==> config.mk <==
export PLATFORM = sky130hd
export DESIGN_NAME = writeback_stage
export DESIGN_NICKNAME = d
export VERILOG_FILES = /design/src/rtl/writeback_stage.sv
export SDC_FILE = /design/constraint.sdc
export NUM_CORES = 1
export LEC_CHECK = 0
export CELL_PAD_IN_SITES_DETAIL_PLACEMENT = 0
export CELL_PAD_IN_SITES_GLOBAL_PLACEMENT = 2
export CORE_MARGIN = 3
export CORE_UTILIZATION = 18
export DETAILED_ROUTE_END_ITERATION = 7
export GPL_TIMING_DRIVEN = 0
export PLACE_DENSITY = 0.89
export SLEW_MARGIN = 40
export SYNTH_ARGS = -nofsm -noshare
export SYNTH_HDL_FRONTEND = slang
export SYNTH_SLANG_ARGS = --single-unit
==> constraint.sdc <==
create_clock -name clk -period 4 [get_ports clk]
set_clock_uncertainty 0.05 [all_clocks]
set_input_delay 0.6 -clock clk [delete_from_list [all_inputs] [get_ports clk]]
set_output_delay 0.6 -clock clk [all_outputs]
set_load 0.02 [all_outputs]
==> src/rtl/writeback_stage.sv <==
// writeback_stage: MEM/WB pipeline register and register-file write port of
// the RV32I pipeline. Performs load alignment/extension, write-back source
// selection and misaligned-load detection ahead of the MEM/WB register.
// Optional feature: define WB_RETIRE_COUNTER_EN to enable the 64-bit
// retired-instruction counter on wb_instret (otherwise tied to zero).
module writeback_stage #(
    parameter int XLEN = 32
) (
    input  logic            clk,
    input  logic            rst,
    input  logic            mem_valid,
    input  logic            mem_hold,
    input  logic            wb_flush,
    input  logic [4:0]      mem_rd,
    input  logic            mem_wb_reg_file,
    input  logic            mem_memtoreg,
    input  logic            mem_jal,
    input  logic            mem_jalr,
    input  logic [2:0]      mem_load_type,
    input  logic [1:0]      mem_addr_lo,
    input  logic [XLEN-1:0] mem_alu_result,
    input  logic [XLEN-1:0] mem_load_data,
    input  logic [XLEN-1:0] mem_pc_plus4,
    output logic            wb_wr_en,
    output logic [4:0]      wb_wr_addr,
    output logic [XLEN-1:0] wb_wr_data,
    output logic            wb_valid,
    output logic            wb_misaligned,
    output logic [63:0]     wb_instret
);

    localparam logic [2:0] LT_LB  = 3'b000;
    localparam logic [2:0] LT_LH  = 3'b001;
    localparam logic [2:0] LT_LW  = 3'b010;
    localparam logic [2:0] LT_LBU = 3'b011;
    localparam logic [2:0] LT_LHU = 3'b100;

    // Pick the addressed byte/halfword out of the raw word and extend it.
    // Unknown load types behave as LW.
    function automatic logic [XLEN-1:0] extract_load(
        input logic [2:0]      ltype,
        input logic [1:0]      off,
        input logic [XLEN-1:0] word
    );
        logic signed [7:0]  byte_val;
        logic signed [15:0] half_val;
        logic [XLEN-1:0]    res;
        byte_val = word[{off, 3'b000} +: 8];
        half_val = word[{off[1], 4'b0000} +: 16];
        case (ltype)
            LT_LB:   res = {{(XLEN-8){byte_val[7]}}, byte_val};
            LT_LBU:  res = {{(XLEN-8){1'b0}}, byte_val};
            LT_LH:   res = {{(XLEN-16){half_val[15]}}, half_val};
            LT_LHU:  res = {{(XLEN-16){1'b0}}, half_val};
            default: res = word;
        endcase
        return res;
    endfunction

    // Halfword loads need an even offset; words (and unknown types) need zero.
    function automatic logic is_misaligned(
        input logic [2:0] ltype,
        input logic [1:0] off
    );
        logic mis;
        case (ltype)
            LT_LB, LT_LBU: mis = 1'b0;
            LT_LH, LT_LHU: mis = off[0];
            LT_LW:         mis = (off != 2'b00);
            default:       mis = (off != 2'b00);
        endcase
        return mis;
    endfunction

    // ---- stage p0: MEM-side result selection and write qualification ----
    logic            capture_p0;
    logic            misaligned_p0;
    logic            wr_en_p0;
    logic [XLEN-1:0] result_p0;

    // Build the value and controls that the MEM/WB register will capture.
    always_comb begin
        capture_p0    = !rst && !wb_flush && !mem_hold && mem_valid;
        misaligned_p0 = mem_memtoreg && is_misaligned(mem_load_type, mem_addr_lo);
        result_p0     = mem_alu_result;
        if (mem_jal || mem_jalr) begin
            result_p0 = mem_pc_plus4;
        end else if (mem_memtoreg) begin
            // A misaligned load carries the raw word through for diagnosis.
            result_p0 = misaligned_p0 ? mem_load_data
                                      : extract_load(mem_load_type, mem_addr_lo, mem_load_data);
        end
        wr_en_p0 = mem_wb_reg_file && (mem_rd != 5'd0) && !misaligned_p0;
    end

    // ---- stage p1: MEM/WB register ----
    logic            vld_p1;
    logic            wr_en_p1;
    logic            misaligned_p1;
    logic [4:0]      wr_addr_p1;
    logic [XLEN-1:0] wr_data_p1;

    // Load a bubble on reset, flush, hold or empty MEM slot; else capture.
    // Data is cleared too because a bubble must present all-zero outputs.
    always_ff @(posedge clk) begin
        if (!capture_p0) begin
            vld_p1        <= 1'b0;
            wr_en_p1      <= 1'b0;
            misaligned_p1 <= 1'b0;
            wr_addr_p1    <= 5'd0;
            wr_data_p1    <= '0;
        end else begin
            vld_p1        <= 1'b1;
            wr_en_p1      <= wr_en_p0;
            misaligned_p1 <= misaligned_p0;
            wr_addr_p1    <= wr_en_p0 ? mem_rd : 5'd0;
            wr_data_p1    <= result_p0;
        end
    end

    assign wb_valid      = vld_p1;
    assign wb_wr_en      = wr_en_p1;
    assign wb_misaligned = misaligned_p1;
    assign wb_wr_addr    = wr_addr_p1;
    assign wb_wr_data    = wr_data_p1;

`ifdef WB_RETIRE_COUNTER_EN
    logic [63:0] instret_cnt;

    // Count every captured instruction; flush does not clear the count.
    always_ff @(posedge clk) begin
        if (rst) begin
            instret_cnt <= 64'h0;
        end else if (capture_p0) begin
            instret_cnt <= instret_cnt + 64'd1;
        end
    end

    assign wb_instret = instret_cnt;
`else
    assign wb_instret = 64'h0;
`endif

endmodule

# --- After elaboration in Yosys (flattened, before gate mapping) ---
# Index checks and enable logic that the tools add are counted.
word_totals:
  out_inout_bits: 104
  in_bits: 115
  reg_bits: 40
  elab_cells: 33
op_classes:
  eq_ne: 3
  n_reduce_logical: 17
  shifts: 2
  muxes: 6
op_table:
  columns: ["op", "n"]
  rows:
  - ["$pmux 32 s4", 1]
  - ["$mux 32", 3]
  - ["$shiftx 32x6->16", 1]
  - ["$shiftx 32x6->8", 1]
  - ["$logic_and 1x1->1", 6]
  - ["$reduce_bool 5->1", 1]
  - ["$logic_not 1->1", 4]
  - ["$reduce_or 2->1", 2]
  - ["$eq 3x1->1 const B", 1]
  - ["$eq 3x2->1 const B", 1]
  - ["$eq 3x3->1 const B", 1]
  - ["$logic_not 3->1", 1]
  - ["$pmux 1 s2", 1]
  - ["$reduce_and 2->1", 1]
  - ["$reduce_bool 2->1", 1]
  - ["$logic_or 1x1->1", 1]
  - ["$mux 1", 1]

# --- Longest topological paths before layout ---
# Gate-level depths: netlist of the first run.
logic_depth:
  depth_word: 7
  depth_mapped: 7
  ltp_nobuf: 5

# --- Least setup slack after synthesis of the first run ---
# No wires, ideal clock.
synth_timing:
  path_type: "in2reg"
  startpoint: "in mem_addr_lo[1]"
  endpoint: "reg wr_data_p1[10], in the netlist wb_wr_data[10]"
  path_stages: 7
  arrival_ns: 2.092
  setup_time_ns: 0.120
  n_path_buf: 2
  required_time_ns: 3.830
  setup_slack_ns: 1.738
  cell_sequence: "buf_6 mux4_2 nand2_1 or3b_1 buf_2 o32ai_2 nor2_1"
synth_via:
  elab_chain_len: 6
  word_cells_on_any_way: 9
  cone_classes: "shift (2); mux (5); reduce/logical (2)"
synth_lines:
  columns: ["item", "line_no", "text"]
  rows:
  - ["start, declared", "20", "input logic [1:0] mem_addr_lo,"]
  - ["parallel branches: the longest is 3 deep, another holds $shiftx 32x6->16", null, null]
  - ["$mux 32 (*)", "90", "result_p0 = misaligned_p0 ? mem_load_data"]
  - ["$mux 32 (*)", "88", "end else if (mem_memtoreg) begin"]
  - ["$mux 32 (*)", "86", "if (mem_jal || mem_jalr) begin"]
  - ["end signal, assigned", "117", "wr_data_p1 <= result_p0;"]
  - ["end, declared", "101", "logic [XLEN-1:0] wr_data_p1;"]
# Every way passes the cells marked *.
# A chain may end at the register's enable or synchronous reset.

# --- Worst setup path after layout of the first run ---
layout_timing:
  startpoint: "in mem_load_type[1]"
  endpoint: "reg wr_data_p1[6], in the netlist wb_wr_data[6]"
layout_via:
  elab_chain_len: 7
  word_cells_on_any_way: 12
  cone_classes: "eq/ne (3); mux (5); reduce/logical (4)"
layout_lines:
  columns: ["item", "line_no", "text"]
  rows:
  - ["start, declared", "19", "input logic [2:0] mem_load_type,"]
  - ["$eq 3x3->1 (tied with other cells)", "50, 66", null]
  - ["$reduce_or 2->1", "66", "case (ltype)"]
  - ["$pmux 1 s2", "66", null]
  - ["$logic_and 1x1->1", "84", "misaligned_p0 = mem_memtoreg && is_misaligned(mem_load_type, mem_addr_lo);"]
  - ["$mux 32 (*)", "90", null]
  - ["$mux 32 (*)", "88", null]
  - ["$mux 32 (*)", "86", null]
# Every way passes the cells marked *; elsewhere a longest branch is shown, timed or not.

==> impl_metrics.csv, run 1 <==
group,metric,value,unit
run_status,status,"complete, no violations",
sta,rsz0062_at_grt,"false",
clocking,clkTransAtPathRegs,70,ps
sta,finalCritPeriodShare,0.6902,
critical_path,worst_setup_path_end_kind,"register",
hold_path,hold_path_class,"input port to register",
floorplanning,start_util,0.1879,
clocking,ctsHtreeMaxLevel,2,
cells_and_area,utilization,0.3268,
cells_and_area,n_fill_cell,1676,
critical_path,cp_slowest_cell,"clkdlybuf4s50_1",
critical_path,critPathMaxStageDelay,540,ps
power,power_density,240.9,nW/um^2
cells_and_area,layout.nets,719,
clocking,clockBufferDepth,2,
drt,vias,3421,
cells_and_area,synthToLayoutAreaGrowth,73.94,%
logic_synthesis,yosysWarnings,0,
clocking,cts_sinks,40,
placed_design,dpl_cell_area,4921,sq um
critical_path,path_class,"input port to register",
sta,finalHoldViolCount,0,
sta,tightest_slew,733.7,ps
sta,tns,0,ps
placed_design,dp.cells,808,
logic_synthesis,syn_area,2909,sq um
clocking,clockRootBuffer,"clkbuf_16",
floorplanning,ios,219,
floorplanning,die_height,133.1,microns
drt,drt_pass1_iterations,5,
clocking,cts_tree,"done",
clocking,cts_hold_buf,0,
floorplanning,core-area,15480,sq um
global_route,grt_overflow,0,
floorplanning,dieArea,17720,sq um
hold_path,hold_depth,3,
placed_design,gp_congestion,0.7888,
sta,slew_headroom,0.5073,
clocking,cts_resized,0,
critical_path,path_buf_inv,2,
drt,post-route-drc-count,0,
logic_synthesis,ys_seq_area_frac,0.2753,
logic_synthesis,ys_ff_latch,40,
critical_path,critical_path_required,4120,ps
critical_path,path_cells,"clkdlybuf4s50_1, nand4b_1, nand4_1, clkbuf_1, nand3_1, o211a_1",
floorplanning,row_count,45,
clocking,cts_buffers,5,
sta,min_period,2761,ps
drt,viasPerCell,4.198,
logic_synthesis,synth_cells,383,
cells_and_area,final_cell_area,5060,sq um
cells_and_area,instances_no_fill,815,
job,max_cap_violations,0,
floorplanning,die_w,133.1,microns
sta,max_freq,362.2,MHz
global_route,grt_pass1_vias,3430,
cells_and_area,drive_gt1_frac,0.1440,
power,ir_drop,0.1365,mV
critical_path,crit_family,"buffers and inverters",
hold_path,holdPathEnd,"wb_misaligned$_SDFF_PN0_",
sta,setup_violations,0,
drt,wirelength,13180,microns
logic_synthesis,synth_cell_types,42,
drt,wl_per_cell,16.17,microns
global_route,grt_use_total,0.1409,
clocking,postCtsSetupBuffers,0,
drt,drtIter0Drc,179,
cells_and_area,diodes,0,
critical_path,path_max_fanout,10,
critical_path,arrival,2880,ps
hold_path,hold_start,"mem_memtoreg",
placed_design,port_buffers,151,
placed_design,hpwl,10800,microns
drt,ant_nets,0,
critical_path,start_kind,"input port",
logic_synthesis,syn_area_per_cell,7.595,sq um
global_route,antenna_found_initial,0,
global_route,grt_max_degree,12,
global_route,grt_pass1_wl,19700,microns
power,p_leak,0.002128,uW
sta,maxSlewViolCount,0,
-- layout make-up --
type	instances	area [sq um]	share of cell area
Tap cell	211	264.0	0.05218
Inverter	10	37.54	0.007418
Sequential cell	40	800.8	0.1583
Timing Repair Buffer	151	1511	0.2987
Clock inverter	1	5.005	0.0009891
Multi-Input combinational cell	303	1710	0.3380
Clock buffer	6	128.9	0.02547
Buffer	93	601.8	0.1189
-- registers in the layout, summed over array words and instances (netlist names) --
register,count
wb_misaligned,1
wb_valid,1
wb_wr_addr,5
wb_wr_data,32
wb_wr_en,1
-- cell usage after synthesis --
cell | count | area [sq um]
and2_0 | 1 | 6.260
mux2i_1 | 9 | 90.09
or4_1 | 2 | 15.01
nand4_1 | 2 | 12.51
nor2b_1 | 9 | 56.30
or4b_1 | 1 | 10.01
nor4_1 | 16 | 100.1
o2111a_1 | 1 | 11.26
inv_1 | 8 | 30.03
buf_2 | 4 | 20.02
a31oi_1 | 15 | 93.84
o32ai_2 | 7 | 113.9
and2_1 | 5 | 31.28
dfxtp_1 | 40 | 800.8
nand4b_1 | 1 | 8.760
and3b_1 | 1 | 8.760
or2_2 | 1 | 6.260
o21ai_0 | 12 | 60.06
o2111ai_1 | 1 | 8.760
mux4_2 | 1 | 22.52
o211a_1 | 7 | 70.07
conb_1 | 1 | 3.750
clkinv_1 | 2 | 7.510
o32ai_1 | 1 | 8.760
a221oi_1 | 1 | 8.760
nand3_1 | 4 | 20.02
buf_4 | 64 | 480.5
buf_6 | 1 | 11.26
nor2_1 | 49 | 183.9
xnor2_1 | 1 | 8.760
clkbuf_1 | 24 | 90.09
a31o_2 | 1 | 8.760
o21a_1 | 1 | 7.510
nand2_1 | 5 | 18.77
o31ai_1 | 1 | 7.510
or3b_1 | 1 | 8.760
o221ai_1 | 7 | 61.31
nand2b_1 | 10 | 62.56
nor4b_1 | 1 | 8.760
a21oi_1 | 24 | 120.1
or4b_2 | 1 | 10.01
nor3_1 | 39 | 195.2
-- stage by stage --
stage	total power, uW	setup WS (ps)	hold WS, ps
after floorplan	646.9	1738	671.7
after global placement	830.0	961.2	1044
after detailed placement	831.5	941.9	1035
after CTS	1233	1241	730.4
after global routing	1278	1084	771.1
final	1219	1239	727.9
-- placed cells by master, fill, tap and decap left out, types with 10 or more instances in the layout --
master / n
buf_4: 64
nor3_1: 39
a31oi_1: 15
nor2_1: 49
a21oi_1: 24
nand2b_1: 10
nor4_1: 16
o21ai_0: 12
dfxtp_1: 40
clkdlybuf4s50_1: 151
clkbuf_1: 25
conb_1: 64
-- power by group --
group | internal [uW] | switching (uW) | total, uW
clock network | 227 | 165 | 392
logic | 205 | 214 | 419
registers | 406 | 2.06 | 408
-- worst max-delay path by stage --
stage | start | end | slack, ps | cells past startpoint
3_5_place_dp | mem_load_type[1] | wb_wr_data[6]$_SDFF_PN0_ | 940 | 6
5_1_grt | mem_load_type[0] | wb_wr_data[27]$_SDFF_PN0_ | 1080 | 8
3_3_place_gp | mem_load_type[1] | wb_wr_data[0]$_SDFF_PN0_ | 960 | 6
6_report | mem_load_type[1] | wb_wr_data[6]$_SDFF_PN0_ | 1240 | 6
4_1_cts | mem_load_type[1] | wb_wr_data[2]$_SDFF_PN0_ | 1240 | 6
2_1_floorplan | mem_addr_lo[1] | wb_wr_data[10]$_SDFF_PN0_ | 1740 | 7
-- metal layers --
layer | GRT usage | up-vias | wire [microns]
li1 | - | 1679 | -
met1 | 0.1773 | 1554 | 5537
met2 | 0.2421 | 177 | 6278
met3 | 0.04041 | 11 | 1228
met4 | 0.02686 | 0 | 135
met5 | 0 | - | 0
-- cells by family after synthesis --
kind of cell,Yosys count,synth area share
simple gates,149,0.2624
buf+inv,103,0.2198
mux,10,0.03871
xor+xnor,1,0.003011
other cells,1,0.001289
compound gates,79,0.1996
flops,40,0.2753
No activity file was read; power rests on OpenSTA's default activity.
==> run 2: changes to the inputs <==
--- a/config.mk
+++ b/config.mk
@@ -8,10 +8,10 @@
 export CELL_PAD_IN_SITES_DETAIL_PLACEMENT = 0
 export CELL_PAD_IN_SITES_GLOBAL_PLACEMENT = 2
 export CORE_MARGIN = 3
-export CORE_UTILIZATION = 18
+export CORE_UTILIZATION = 17
 export DETAILED_ROUTE_END_ITERATION = 7
 export GPL_TIMING_DRIVEN = 0
-export PLACE_DENSITY = 0.89
+export PLACE_DENSITY = 0.85
 export SLEW_MARGIN = 40
 export SYNTH_ARGS = -nofsm -noshare
 export SYNTH_HDL_FRONTEND = slang
==> constraint.sdc (replaced) <==
create_clock -name clk -period 2.8 [get_ports clk]
set_clock_uncertainty 0.05 [all_clocks]
set_input_delay 0.42 -clock clk [delete_from_list [all_inputs] [get_ports clk]]
set_output_delay 0.42 -clock clk [all_outputs]
set_load 0.02 [all_outputs]
==> run 2 against run 1 <==
Power is 45% higher. Via count decreased by 1.5%. Flip-flop and latch count unchanged. Critical path depth grew 2. Utilization decreased by 2.2 points. First-iteration DRC count shrank 27%. Setup slack got worse by 1000 ps. Clock-buffer cell count unchanged. Critical path type unchanged. Critical endpoint is now wb_wr_data[22]$_SDFF_PN0_. Largest power group unchanged. Highest routed layer is now met5.
==> impl_metrics.csv, run 2 (synthesized netlist as in run 1, its figures left out) <==
group,metric,value,unit
power,finalPower,1766,uW
global_route,grt_overflow,0,
clocking,cts_buffers,5,
floorplanning,dieArea,18720,sq um
drt,post-route-drc-count,0,
floorplanning,start_util,0.1748,
power,power_density,348.1,nW/um^2
sta,min_period,2569,ps
cells_and_area,final_common_cell,"clkdlybuf4s50_1",
drt,wl_per_cell,16.83,microns
clocking,ctsHtreeMaxLevel,2,
clocking,cts_tree,"done",
drt,vias,3368,
cells_and_area,drive_gt1_frac,0.1457,
cells_and_area,final_cell_area,5072,sq um
global_route,grt_max_degree,12,
global_route,grt_pass1_wl,19860,microns
critical_path,path_class,"input port to register",
cells_and_area,largest_reg_flops,32,
floorplanning,core-area,16640,sq um
clocking,cts_sinks,40,
placed_design,port_buffers,151,
drt,drt_pass1_iterations,4,
cells_and_area,diodes,0,
sta,maxSlewViolCount,0,
floorplanning,ios,219,
clocking,clockBufferDepth,2,
sta,tns,0,ps
placed_design,hpwl,11150,microns
global_route,grt_use_total,0.1420,
placed_design,dpl_cell_area,4937,sq um
run_status,status,"complete, no violations",
sta,holdWs,544.2,ps
critical_path,start_kind,"input port",
floorplanning,die_w,136.8,microns
drt,wirelength,13870,microns
sta,finalHoldViolCount,0,
drt,viasPerCell,4.087,
sta,max_freq,389.3,MHz
sta,rsz0062_at_grt,"false",
job,max_cap_violations,0,
cells_and_area,final_cell_mix,"clkdlybuf4s50_1 (151), buf_4 (64), conb_1 (64)",
critical_path,path_max_fanout,10,
drt,drtIter0Drc,130,
cells_and_area,synthToLayoutAreaGrowth,74.37,%
clocking,clockRootBuffer,"clkbuf_16",
sta,slew_headroom,0.4718,
placed_design,gp_congestion,0.8099,
sta,tightest_slew,786.7,ps
hold_path,hold_path_class,"input port to register",
global_route,antenna_found_initial,1,
global_route,grt_pass1_vias,3357,
critical_path,critical_path_required,2940,ps
critical_path,arrival,2710,ps
clocking,clkTransAtPathRegs,70,ps
power,ir_drop,0.1894,mV
critical_path,worst_setup_path_end_kind,"register",
cells_and_area,layout.nets,719,
floorplanning,row_count,47,
cells_and_area,utilization,0.3048,
drt,ant_nets,0,
sta,setup_violations,0,
power,p_leak,0.002130,uW
sta,finalCritPeriodShare,0.9174,
floorplanning,die_height,136.8,microns
[run 2: layer usage]
metal / wire [microns] / vias up / track usage
met5: 11 / - / 0
met1: 5868 / 1540 / 0.1779
met4: 153 / 2 / 0.03049
met2: 6544 / 142 / 0.2366
li1: - / 1674 / -
met3: 1289 / 10 / 0.04853
[run 2: what timing repair did]
item	4_1_cts	5_1_grt
gates resized for setup	0	2
endpoints found under the setup margin	0	7
hold buffers	0	0
buffers inserted	0	0
hold endpoints to repair	0	0
[run 2: cell type report]
class	instances	area [sq um]
Buffer	93	603.1
Clock buffer	6	128.9
Clock inverter	1	5.005
Fill cell	1792	11570
Inverter	10	37.54
Multi-Input combinational cell	303	1710
Sequential cell	40	800.8
Tap cell	220	275.3
Timing Repair Buffer	151	1511
[run 2: power by group]
part	switching (uW)	leakage (uW)	internal (uW)
Combinational	309	0.00174	293
Clock	257	0.0000667	325
Sequential	2.71	0.000324	580
[run 2: path summary, 6_finish.rpt]
path / start / endpoint / slack, ps / depth (start not counted)
worst max-delay path: mem_load_type[0] / wb_wr_data[22]$_SDFF_PN0_ / 230 / 8
worst min-delay path: mem_memtoreg / wb_misaligned$_SDFF_PN0_ / 540 / 3
[run 2: critical path: stages]
cell and delay [ps]:
clkdlybuf4s50_1 490, buf_2 260, nand2b_1 140, or4_1 490, nand4_1 330, buf_2 300, a21oi_1 60, nor4_1 220
[run 2: per-stage QoR]
stage / instances / worst slack [ps]
after floorplan: 446 / 718.0
final: 824 / 231.2
after CTS: 824 / 117.1
after detailed placement: 817 / -202.0
after global placement: 817 / -177.5
after global routing: 824 / 23.04
